File: config.mk
export PLATFORM = sky130hd
export DESIGN_NAME = uart_tx_serializer
export DESIGN_NICKNAME = d
export VERILOG_FILES = /design/src/rtl/uart_tx_serializer.sv
export SDC_FILE = /design/constraint.sdc
export NUM_CORES = 1
export LEC_CHECK = 0
export CAP_MARGIN = 20
export CORE_MARGIN = 5
export CORE_UTILIZATION = 45
export CTS_CLUSTER_SIZE = 24
export DETAILED_ROUTE_END_ITERATION = 16
export GPL_TIMING_DRIVEN = 0
export PLACE_DENSITY = 0.67
export SKIP_LAST_GASP = 1
export SLEW_MARGIN = 25
export SYNTH_ARGS = -nofsm -noshare
export SYNTH_HDL_FRONTEND = slang
export SYNTH_SLANG_ARGS = --single-unit
File: constraint.sdc
create_clock -name CLK -period 1.7 [get_ports CLK]
set_input_delay 0.255 -clock CLK [delete_from_list [all_inputs] [get_ports CLK]]
set_output_delay 0.255 -clock CLK [all_outputs]
set_load 0.05 [all_outputs]
File: src/rtl/uart_tx_serializer.sv
// -----------------------------------------------------------------------------
// uart_tx_serializer
//
// Parallel-to-serial transmitter for an asynchronous 8N1 line (UART TXD).
// A one-byte holding register sits in front of the shifter. Software can queue
// the next byte while the current frame is on the line, and that byte starts
// on the same edge the previous stop bit ends.
//
// Frame: start bit (0), eight data bits LSB first, stop bit (1). Each bit is
// BAUD_DIV clock cycles, so a frame is 10*BAUD_DIV cycles.
//
// Ports
//   CLK       system clock, all logic on posedge
//   RES       synchronous active-high reset, overrides everything
//   TX_DATA   byte to send, sampled only on a handshake edge
//   TX_VALID  TX_DATA valid; transfer when TX_VALID && TX_READY at posedge
//   TX_READY  holding register empty (register-derived, no path from TX_VALID)
//   BUSY      frame on the line or byte waiting in the holding register
//   TXD       serial output, driven directly from a flop, idles high
// -----------------------------------------------------------------------------
module uart_tx_serializer #(
   parameter int unsigned BAUD_DIV = 868
) (
   input  logic       CLK,
   input  logic       RES,
   input  logic [7:0] TX_DATA,
   input  logic       TX_VALID,
   output logic       TX_READY,
   output logic       BUSY,
   output logic       TXD
);

   localparam int unsigned CW = (BAUD_DIV > 1) ? $clog2(BAUD_DIV) : 1;
   localparam logic [CW-1:0] CNT_MAX = CW'(BAUD_DIV - 1);

   typedef enum logic [1:0] {
      IDLE,
      START,
      DATA,
      STOP
   } state_t;

   state_t        state, state_d;
   logic [CW-1:0] cnt, cnt_d;
   logic [2:0]    bit_idx, bit_idx_d;
   logic [7:0]    shift, shift_d;
   logic [7:0]    hold, hold_d;
   logic          hold_full, hold_full_d;
   logic          txd_q, txd_d;

   logic          cnt_wrap;
   logic          accept;

   assign cnt_wrap = (cnt == CNT_MAX);
   // Ready depends only on the hold flag, so accept has no loop through TX_READY.
   assign accept   = TX_VALID && !hold_full;

   assign TX_READY = !hold_full;
   assign BUSY     = (state != IDLE) || hold_full;
   assign TXD      = txd_q;

   // State and datapath registers.
   always_ff @(posedge CLK) begin
      if (RES) begin
         state     <= IDLE;
         cnt       <= '0;
         bit_idx   <= '0;
         shift     <= '0;
         hold      <= '0;
         hold_full <= 1'b0;
         txd_q     <= 1'b1;
      end else begin
         state     <= state_d;
         cnt       <= cnt_d;
         bit_idx   <= bit_idx_d;
         shift     <= shift_d;
         hold      <= hold_d;
         hold_full <= hold_full_d;
         txd_q     <= txd_d;
      end
   end

   // Next-state and next-output logic. TXD is computed one edge ahead so the
   // pad is driven straight from txd_q.
   always_comb begin
      state_d     = state;
      cnt_d       = cnt_wrap ? '0 : cnt + CW'(1);
      bit_idx_d   = bit_idx;
      shift_d     = shift;
      hold_d      = hold;
      hold_full_d = hold_full;
      txd_d       = txd_q;

      // While a frame is running, an accepted byte waits in the holding register.
      if (accept && (state != IDLE)) begin
         hold_d      = TX_DATA;
         hold_full_d = 1'b1;
      end

      case (state)
         IDLE: begin
            cnt_d = '0;
            txd_d = 1'b1;
            if (accept) begin
               // Direct load: the start bit is on the line from the handshake edge.
               shift_d = TX_DATA;
               state_d = START;
               txd_d   = 1'b0;
            end else if (hold_full) begin
               shift_d     = hold;
               hold_full_d = 1'b0;
               state_d     = START;
               txd_d       = 1'b0;
            end
         end

         START: begin
            if (cnt_wrap) begin
               state_d   = DATA;
               bit_idx_d = '0;
               txd_d     = shift[0];
            end
         end

         DATA: begin
            if (cnt_wrap) begin
               if (bit_idx == 3'd7) begin
                  state_d = STOP;
                  txd_d   = 1'b1;
               end else begin
                  bit_idx_d = bit_idx + 3'd1;
                  txd_d     = shift[bit_idx_d];
               end
            end
         end

         STOP: begin
            txd_d = 1'b1;
            if (cnt_wrap) begin
               if (hold_full) begin
                  // Chain straight into the next frame with no idle cycle.
                  shift_d     = hold;
                  hold_full_d = 1'b0;
                  state_d     = START;
                  txd_d       = 1'b0;
               end else begin
                  state_d = IDLE;
               end
            end
         end

         default: begin
            state_d = IDLE;
            txd_d   = 1'b1;
         end
      endcase
   end

endmodule
==> impl_results.md <==
* Buffers on Ports at 12
* Crit-path cells: ha_4 > mux4_2 > mux2_4 > o21ai_2 > a22oi_1
* Top post-synthesis cells by area: dfxtp_1 (40%), nor2_1 (5.6%), ha_1 (5.3%)
* Worst endpoint required time at approximately 1.9 ns
* Post-route design area at ~0.0021 mm²
* Global-route wire length before repair at about 6.5 mm
* Die H at between 70 and 80 µm
* Worst Path Buf+Inv at 0
* Top delay family on crit path: multiplexers
* Clk pwr share at 21.3%
* Run status: finished, violations left
* Failing checks: setup timing
* Register bit count reported by yosys at 33
* Die span in x at 70.8 µm
* CTS clk-pin slew, worst paths at ~0.070 ns
* CTS max path bufs at 2
* Unique masters post-synth at 40
* Nets at about 220
* Internal Power at between 1500 and 2000 µW
* Warnings from Yosys at 0
* Initial antenna violation count at 0
* Worst skew pair latency at ~0.29 ns
* Largest net degree at the start of global routing at 11
* Most frequent cells in the layout: dfxtp_1 (27), nor2_1 (23), a21oi_1 (14), clkdlybuf4s50_1 (10)
* Total gr overflow at 0
* DP Wirelength at roughly 2.6 mm
* Commonest non-fill, non-tap cell in the layout: dfxtp_1
* Register area at 673 µm²
* Area of the multi-input gates at 0.00103 mm²
* Filler cell count at 336
* Met2 Resource Use GR at between 20% and 30%
* Detailed-route DRC error count at 0
* Core Area at between 0.003 and 0.004 mm²
* Final Hold Vio Count at 0
* CP Capture Type: flop
* Share of cells above drive strength 1 at between 20% and 30%
* ANT nets after route at 0
* H-tree levels at 2
* Met1 Usage GRT at 18.9%
* Slew at the pin closest to its max-slew limit at 0.639 ns
* Pre-antenna DRT Iters at 4
* Clock Sinks at 33
* Power Density at roughly 1400 mW/mm²
* Drt wl/cell at around 16 µm
* Post-synth ARST share at 0%
* Vias in the first global route at roughly 1400
* Synth top area share at between 30 and 40%
* Drt first-iter violations at just under 90
* GRT met3 Usage at under 10%
* Logic pwr share at between 40% and 50%
* Syn nets at approximately 200
* Final Cycle Share at 101%
* Final Slew Violations at 0
* Final WS setup at -0.0224 ns
* GP Congestion at 0.848
* Yosys top cell by area: dfxtp_1
* Critical Path Source Type: flop
* Die area at 0.00502 mm²
* Crit path kind: flop to flop
* Post-synth EDFFs at 0
* Num rows at 22
* Synthesized area per cell at between 9 and 10 µm²
* Net Switching at roughly 1100 µW
* CP arrival at about 1.9 ns
* Switch share at 37.8%
* Crit Path Max Fanout at 3
* Register share of total power at a little over a third
* CTS tree: done
* Final setup viols at 1
* Root Buffer Master: clkbuf_8
* TritonCTS buffer count at 5
* GRT Util Overall at ~17%
* Final WL at approximately 3.9 mm
* Vias at between 1000 and 1500
* DR vias/cell at ~5.7
* FMAX at ~580 MHz
* Starting Density at a little under half
* Most used DFF post-synth: dfxtp_1
* Pre-CTS WS at -0.531 ns
* Min cycle time layout at around 1.7 ns
* Synth Cell Area at roughly 0.0017 mm²
* Slew headroom at between 50% and 60%
* I/O pin cnt at 14
* Leak pwr at roughly 0.00069 µW
* Slowest Stage Delay on Critical Path at between 0.4 and 0.5 ns
* Clock Skews at between 0.005 and 0.006 ns
* Placed instance area at ~0.0019 mm²
* MaxCap Viol Count at 0
* Tot Pwr at ~2800 µW
* Sequential fraction of the synthesis area at between 30% and 40%
* Area grow syn2layout at 23.7%
* RSZ-0062 raised after global routing: true
* Hold Path Class: flop to flop
* Antenna Cells at 0
* GR peak layer: met2
* Peak VDD IR at 0.000797 V
* Slowest CP cell: mux4_2
* Gate Count Post-Synth at 181
-- kinds of logic (layout without fill, tap and decap cells) --
logic type                 after synthesis  after routing  synth area share [%]
DFF                                     33             33                  39.7
muxes                                   11             11                  8.19
AOI/OAI and AO/OA                       38             38                  16.1
xor gates and xnor gates                 8              8                  4.21
adders and majority gates                7              7                  5.26
and+or+nand+nor                         67             68                  21.8
buffers and inverters                   17             35                  4.81
-- flip-flops by register name, summed over array words and instances, names as in the netlist --
| signal | cells |
|---|---|
| cnt | 10 |
| shift | 8 |
| hold | 8 |
| bit_idx | 3 |
| TXD | 1 |
| hold_full | 1 |
| state | 2 |
-- stage by stage --
stage	utilization (%)	hold WS (ns)	TNS, ns	cells
after detailed placement	51.2	0.452	-4.00	241
after floorplan	-	0.402	0	181
after global routing	56.7	0.470	-0.381	248
after global placement	51.2	0.445	-2.55	241
after CTS	54.4	0.410	-0.282	246
final	56.7	0.455	-0.0224	248
-- cell usage after synthesis (all sizes together) (2+ instances only) --
cell,instances
dfxtp,33
xnor2,5
nand2,4
nand4,6
nor3b,10
nor3,6
mux4,2
a21o,2
o2bb2ai,8
mux2i,8
and3,2
buf,4
a21oi,14
o21ai,5
xor2,3
clkbuf,7
nand3,4
nor2b,2
inv,6
nand2b,3
ha,7
nor2,25
-- final timing paths --
check / start / to / slack [ns] / cells after the start
worst min-delay path: cnt[0] / cnt[0] / 0.46 / 1
worst max-delay path: bit_idx[0] / TXD / -0.02 / 5
worst max register to register: bit_idx[0] / TXD / -0.02 / 5
worst min register to register: cnt[0] / cnt[0] / 0.46 / 1
-- power by group through the flow --
stage / logic, µW / registers (µW) / clock network, µW
after floorplan: 746 / 1020 / 0
after global placement: 996 / 998 / 0
after detailed placement: 1030 / 1000 / 0
after CTS: 1040 / 996 / 616
after global routing: 1310 / 1030 / 662
final: 1210 / 1010 / 600
-- layout make-up --
type / instances / area share, %
Timing Repair Buffer: 16 / 7.10
Clock buffer: 6 / 4.01
Inverter: 6 / 1.09
Sequential cell: 33 / 32.7
Buffer: 6 / 1.82
Multi-Input combinational cell: 132 / 50.0
Tap cell: 48 / 2.91
Clock inverter: 1 / 0.364
-- worst register-to-register path: stages, from the launching register on --
cell	delay, ns
dfxtp_4	0.35
ha_4	0.28
mux4_2	0.48
mux2_4	0.29
o21ai_2	0.11
a22oi_1	0.08
-- per-layer routing --
layer | share of wire (%) | wire (µm)
met5 | 0 | 0
met3 | 4.6 | 182
met2 | 50 | 1960
met4 | 2.7 | 104
met1 | 43 | 1680
-- what timing repair did --
| action | CTS | global route |
|---|---|---|
| endpoints found under the setup margin | 32 | 31 |
| gates cloned | 0 | 2 |
| buffers inserted | 1 | 2 |
| hold buffers | 0 | 0 |
| resized for setup | 22 | 19 |
| pin swaps | 3 | 3 |
Note: power is estimated with default switching activity, not from simulation.
